### config.mk
export PLATFORM = sky130hd
export DESIGN_NAME = pipe_skid_stage
export DESIGN_NICKNAME = d
export VERILOG_FILES = /design/src/rtl/pipe_skid_stage_pkg.sv /design/src/rtl/pipe_skid_stage_sat_counter.sv /design/src/rtl/pipe_skid_stage.sv
export SDC_FILE = /design/constraint.sdc
export NUM_CORES = 1
export LEC_CHECK = 0
export CAP_MARGIN = 10
export CORE_AREA = 2 2 90 92
export CTS_BUF_LIST = sky130_fd_sc_hd__clkbuf_4 sky130_fd_sc_hd__clkbuf_8 sky130_fd_sc_hd__clkbuf_16
export CTS_CLUSTER_SIZE = 25
export DETAILED_ROUTE_END_ITERATION = 10
export DIE_AREA = 0 0 92 94
export PLACE_DENSITY = 0.85
export SETUP_SLACK_MARGIN = 0.05
export SYNTH_ARGS = -nofsm -noshare
export SYNTH_HDL_FRONTEND = slang
export SYNTH_SLANG_ARGS = --single-unit
### constraint.sdc
create_clock -name clk -period 2.8 [get_ports clk]
set_clock_uncertainty 0.2 [all_clocks]
set_input_delay 0.7 -clock clk [delete_from_list [all_inputs] [get_ports clk]]
set_output_delay 0.7 -clock clk [all_outputs]
set_load 0.01 [all_outputs]
### src/rtl/pipe_skid_stage_pkg.sv
// Shared definitions for the generic pipeline stage register: occupancy
// encodings, the zero fill bit and a helper for the registered ready.
package pipe_skid_stage_pkg;

  typedef enum logic [1:0] {
    OCC_EMPTY = 2'd0,
    OCC_BUSY  = 2'd1,
    OCC_FULL  = 2'd2
  } occ_e;

  localparam logic Zero = 1'b0;

  // The stage can take a new entry whenever it will not be holding two.
  function automatic logic ready_for(input occ_e nxt);
    return nxt != OCC_FULL;
  endfunction

endpackage

### src/rtl/pipe_skid_stage_sat_counter.sv
// Saturating up-counter: counts inc cycles, sticks at all-ones, cleared by rst.
// Latency 1 cycle from inc to count; no backpressure.
module sat_counter #(
  parameter int W = 16
) (
  input  logic         clk,
  input  logic         rst,
  input  logic         inc,
  output logic [W-1:0] count
);

  logic [W-1:0] r_count;

  always_ff @(posedge clk) begin
    if (rst) begin
      r_count <= '0;
    end else if (inc && (r_count != '1)) begin
      r_count <= r_count + W'(1);
    end
  end

  assign count = r_count;

endmodule

### src/rtl/pipe_skid_stage.sv
// Generic valid/ready stage register with a two-entry skid buffer, flush and bubble counter.
// Latency 1 cycle; in_ready is registered and falls only once both entries are held.
module pipe_skid_stage
  import pipe_skid_stage_pkg::*;
#(
  parameter int DATA_W        = 32,
  parameter bit ZERO_ON_EMPTY = 1'b1,
  parameter int CNT_W         = 16
) (
  input  logic              clk,
  input  logic              rst,
  input  logic              flush,
  input  logic              in_valid,
  input  logic [DATA_W-1:0] in_data,
  output logic              in_ready,
  output logic              out_valid,
  output logic [DATA_W-1:0] out_data,
  input  logic              out_ready,
  output logic [1:0]        occupancy,
  output logic [CNT_W-1:0]  bubble_cnt
);

  localparam logic [DATA_W-1:0] ZeroData = {DATA_W{Zero}};

  occ_e              r_occ;
  logic [DATA_W-1:0] r_main;
  logic [DATA_W-1:0] r_skid;
  logic              r_in_rdy;

  occ_e              w_occ_nxt;
  logic [DATA_W-1:0] w_main_nxt;
  logic [DATA_W-1:0] w_skid_nxt;
  logic              w_acc;
  logic              w_rel;
  logic              w_out_vld;

  assign w_out_vld = (r_occ != OCC_EMPTY);
  assign w_acc     = in_valid & r_in_rdy;
  assign w_rel     = w_out_vld & out_ready;

  always_comb begin
    w_occ_nxt  = r_occ;
    w_main_nxt = r_main;
    w_skid_nxt = r_skid;
    // Flush drops any same-cycle input; a same-cycle release has still happened downstream.
    if (flush) begin
      w_occ_nxt  = OCC_EMPTY;
      w_main_nxt = ZeroData;
      w_skid_nxt = ZeroData;
    end else begin
      case (r_occ)
        OCC_EMPTY: begin
          if (w_acc) begin
            w_main_nxt = in_data;
            w_occ_nxt  = OCC_BUSY;
          end
        end
        OCC_BUSY: begin
          if (w_acc && w_rel) begin
            w_main_nxt = in_data;
          end else if (w_acc) begin
            w_skid_nxt = in_data;
            w_occ_nxt  = OCC_FULL;
          end else if (w_rel) begin
            w_occ_nxt = OCC_EMPTY;
            if (ZERO_ON_EMPTY) begin
              w_main_nxt = ZeroData;
            end
          end
        end
        OCC_FULL: begin
          if (w_rel) begin
            w_main_nxt = r_skid;
            w_skid_nxt = ZeroData;
            w_occ_nxt  = OCC_BUSY;
          end
        end
        default: begin
          w_occ_nxt  = OCC_EMPTY;
          w_main_nxt = ZeroData;
          w_skid_nxt = ZeroData;
        end
      endcase
    end
  end

  always_ff @(posedge clk) begin
    if (rst) begin
      r_occ    <= OCC_EMPTY;
      r_main   <= ZeroData;
      r_skid   <= ZeroData;
      r_in_rdy <= 1'b1;
    end else begin
      r_occ    <= w_occ_nxt;
      r_main   <= w_main_nxt;
      r_skid   <= w_skid_nxt;
      r_in_rdy <= ready_for(w_occ_nxt);
    end
  end

  assign in_ready  = r_in_rdy;
  assign out_valid = w_out_vld;
  assign out_data  = (ZERO_ON_EMPTY && !w_out_vld) ? ZeroData : r_main;
  assign occupancy = r_occ;

  sat_counter #(
    .W(CNT_W)
  ) u_bubble_cnt (
    .clk  (clk),
    .rst  (rst),
    .inc  (out_ready & ~w_out_vld),
    .count(bubble_cnt)
  );

endmodule
==> flow_metrics.env <==
export IMPL_peakVddDrop_uv=380
export IMPL_required_ns=1.90
export IMPL_grt_pass1_vias=3290
export IMPL_drt_first_pass_iters=5
export IMPL_hold_viol_final=0
export IMPL_fp_dieW_um=92
export IMPL_chipHeight_um=94
export IMPL_slew_headroom_pct=46.1
export IMPL_total_leakage_power_nw=1.75
export IMPL_setup_viol=0
export IMPL_holdPathEnd="u_bubble_cnt.count[7]$_SDFFE_PP0P_"
export IMPL_synthToLayoutAreaGrowth_pct=36.5
export IMPL_clk_latency_ns=0.34
export IMPL_hold_depth=2
export IMPL_switchingPower_w=0.000577
export IMPL_grt_max_degree=45
export IMPL_grt_pass1_wl_mm=15.4
export IMPL_fillers=605
export IMPL_status="complete, no violations"
export IMPL_cts_buffer_depth=2
export IMPL_num_rows=32
export IMPL_antennaDiodeCount=0
export IMPL_r2r_start="u_bubble_cnt.count[0]$_SDFFE_PP0P_"
export IMPL_hold_start="u_bubble_cnt.count[7]$_SDFFE_PP0P_"
export IMPL_power_density_mw_per_mm2=506
export IMPL_critPathLaunchType="flop"
export IMPL_gr_usage_met2_pct=39.1
export IMPL_viasPerCell=5.68
export IMPL_drive_gt1_share_pct=9.60
export IMPL_syn_avg_cell_area_um2=9.09
export IMPL_cellInternalPower_w=0.00198
export IMPL_finalPower_w=0.00256
export IMPL_core_mm2=0.00761
export IMPL_synth_simple_area_share_pct=27.5
export IMPL_synth_seq_cells=83
export IMPL_path_class="flop to output port"
export IMPL_dp_cells=586
export IMPL_track_usage_pct=22.0
export IMPL_portBuffers=88
export IMPL_p_sw_share_pct=22.6
export IMPL_min_period_ns=2.72
export IMPL_clk_pin_slew_ns=0.09
export IMPL_r2r_setup_slack_ns=0.42
export IMPL_place_hpwl_mm=6.27
export IMPL_clkPwrFrac_pct=42.3
export IMPL_r2r_cells=5
export IMPL_synth_edf_count=0
export IMPL_cts_tree="built"
export IMPL_synth_xor_area_share_pct=0.473
export IMPL_routed_wl_mm=9.57
export IMPL_grt_antenna_before_repair=0
export IMPL_synthMuxAreaShare_pct=9.57
export IMPL_syn_cell_area_mm2=0.00370
export IMPL_pwr_share_comb_pct=10.3
export IMPL_ys_async_sr_fraction_pct=0
export IMPL_ys_seq_area_share_pct=44.9
export IMPL_met1_usage_pct=25.5
export IMPL_reg2reg_to="u_bubble_cnt.count[13]$_SDFFE_PP0P_"
export IMPL_power_frac_seq_pct=47.4
export IMPL_h_tree_depth=3
export IMPL_grtUsageMet3_pct=5.14
export IMPL_io_pins=89
export IMPL_final_cell_count_no_fill=602
export IMPL_top_usage_layer="met2"
export IMPL_cp_end_kind="output port"
export IMPL_final_setup_tns_ns=0
export IMPL_synthDistinctLibCells=43
export IMPL_worstMarginPinSlew_ns=0.801
export IMPL_worstPathMaxFanout=18
export IMPL_synth_compound_area_share_pct=13.3
export IMPL_grt_ovfl_total=0
export IMPL_cap_violations=0
export IMPL_ant_nets=0
export IMPL_path_buf_inv=2
export IMPL_fmax_mhz=367
export IMPL_synth_net_count=445
export IMPL_post_cts_buffers=0
export IMPL_synthAdderAreaFrac_pct=0.338
export IMPL_drt_wirelength_per_cell_um=15.9
export IMPL_slew_viol_final=0
export IMPL_rsz0062_at_grt="false"
export IMPL_slowest_delay_ns=0.58
export IMPL_final_util_pct=66.4
export IMPL_synth_top_family_by_area="simple AND/OR/NAND/NOR gates"
export IMPL_hp_class="flop to flop"
export IMPL_path_cells="nor2_2 > buf_4 > nor2b_1 > clkdlybuf4s50_1"
export IMPL_finalNetCount=533
export IMPL_initial_core_util_pct=48.6
export IMPL_ys_warn_count=0
export IMPL_crit_family="buffers and inverters"
export IMPL_cts_buffers=9
export IMPL_drc=0
export IMPL_cp_slowest_cell="clkdlybuf4s50_1"
export IMPL_place_congestion=0.871
export IMPL_cts_root_buffer="clkbuf_8"
export IMPL_numClockSinks=83
export IMPL_fp_dieArea_mm2=0.00865
export IMPL_arrival_ns=1.82
export IMPL_drtIter0Drc=254
export IMPL_vias=3421
export IMPL_synthCells=407
export IMPL_synthFlopType="dfxtp_1"
export IMPL_min_period_over_period_pct=97.2
export IMPL_hold_slack_ns=0.302
## state kept, by name, indices dropped and copies added, names as in the netlist
signal	flops
u_bubble_cnt.count	16
in_ready	1
r_main	32
occupancy	2
r_skid	32
## power by group through the flow
| stage | clock network (W) | registers, W | logic (W) |
|---|---|---|---|
| detailed placement | 0 | 0.00124 | 0.000260 |
| floorplan | 0 | 0.00124 | 0.000137 |
| global placement | 0 | 0.00124 | 0.000254 |
| CTS | 0.00109 | 0.00121 | 0.000263 |
| global route | 0.00115 | 0.00122 | 0.000283 |
| finish | 0.00108 | 0.00121 | 0.000262 |
## what timing repair did
action | 4_1_cts | 5_1_grt
endpoints found under the setup margin | 26 | 2
hold buffers | 0 | 0
resized for setup | 3 | 2
## per-stage QoR
step / area (um^2) / worst slack (ns)
final: 5050 / 0.0772
after global routing: 5050 / 0.0566
after CTS: 5040 / 0.0798
after detailed placement: 4780 / -0.0618
after global placement: 4780 / -0.0353
after floorplan: 3700 / 0.387
## cells by family after synthesis
group / Yosys count
xor+xnor: 2
compound gates: 59
flops: 83
mux: 35
simple gates: 190
fa+ha+maj: 1
buf+inv: 37
## worst register-to-register path: cells and delay by family (launching register included)
| family | cells | cell delay, ns |
|---|---|---|
| and+or+nand+nor | 4 | 1.37 |
| adders and majority gates | 1 | 0.24 |
| DFF | 1 | 0.47 |
## per-layer routing
layer / routed length [um] / part of all wire [%] / up-vias
met1: 4020 / 42 / 1647
met5: 0 / 0 / -
met3: 665 / 6.9 / 11
met2: 4760 / 50 / 124
li1: - / - / 1639
met4: 125 / 1.3 / 0
## cell usage in the layout, fill, tap and decap left out, types with 2 or more instances in the layout
master,count
o21ai_0,3
a31oi_1,2
and2b_1,2
o31ai_1,5
dfxtp_1,81
mux2i_1,32
a21oi_1,9
dfxtp_4,2
a222oi_1,32
clkbuf_8,11
clkdlybuf4s50_1,88
buf_4,17
buf_12,2
o21a_1,2
and2_1,32
nor4_1,3
nand4_1,6
nand3_1,5
nor2_1,71
nor2b_1,35
mux2_2,3
or4_1,7
inv_1,7
nor2_2,2
nor3_1,4
and4_1,3
nand2_1,7
bufinv_16,3
## cells in the mapped netlist (all sizes together) (6+ instances only)
cell type  count  share of area (%)
a222oi        32                8.7
inv            7               0.71
nand4          6                1.0
nor2          73                7.4
nand2          7               0.71
clkbuf        25                2.5
a21oi         10                1.4
dfxtp         83                 45
and2          32                5.4
mux2i         32                8.7
or4            8                1.7
nor2b         36                6.1
## worst max path at each step
stage	slack, ns	endpoint	start	cells past startpoint
after floorplan	0.39	u_bubble_cnt.count[11]$_SDFFE_PP0P_	out_ready	5
after global routing	0.06	out_data[15]	occupancy[1]$_SDFF_PP0_	4
after detailed placement	-0.06	u_bubble_cnt.count[9]$_SDFFE_PP0P_	out_ready	6
after global placement	-0.04	u_bubble_cnt.count[9]$_SDFFE_PP0P_	out_ready	6
final	0.08	out_data[15]	occupancy[1]$_SDFF_PP0_	4
after CTS	0.08	out_data[15]	occupancy[1]$_SDFF_PP0_	4
## area by class of cell
cell class / instances / area [um^2] / share of cell area (%)
Sequential cell: 83 / 1670 / 33.1
Clock buffer: 11 / 151 / 3.00
Multi-Input combinational cell: 287 / 1920 / 38.0
Inverter: 7 / 26.3 / 0.520
Timing Repair Buffer: 107 / 1050 / 20.8
Clock inverter: 5 / 108 / 2.13
Tap cell: 102 / 128 / 2.53
(Power assumes the default switching activity.)
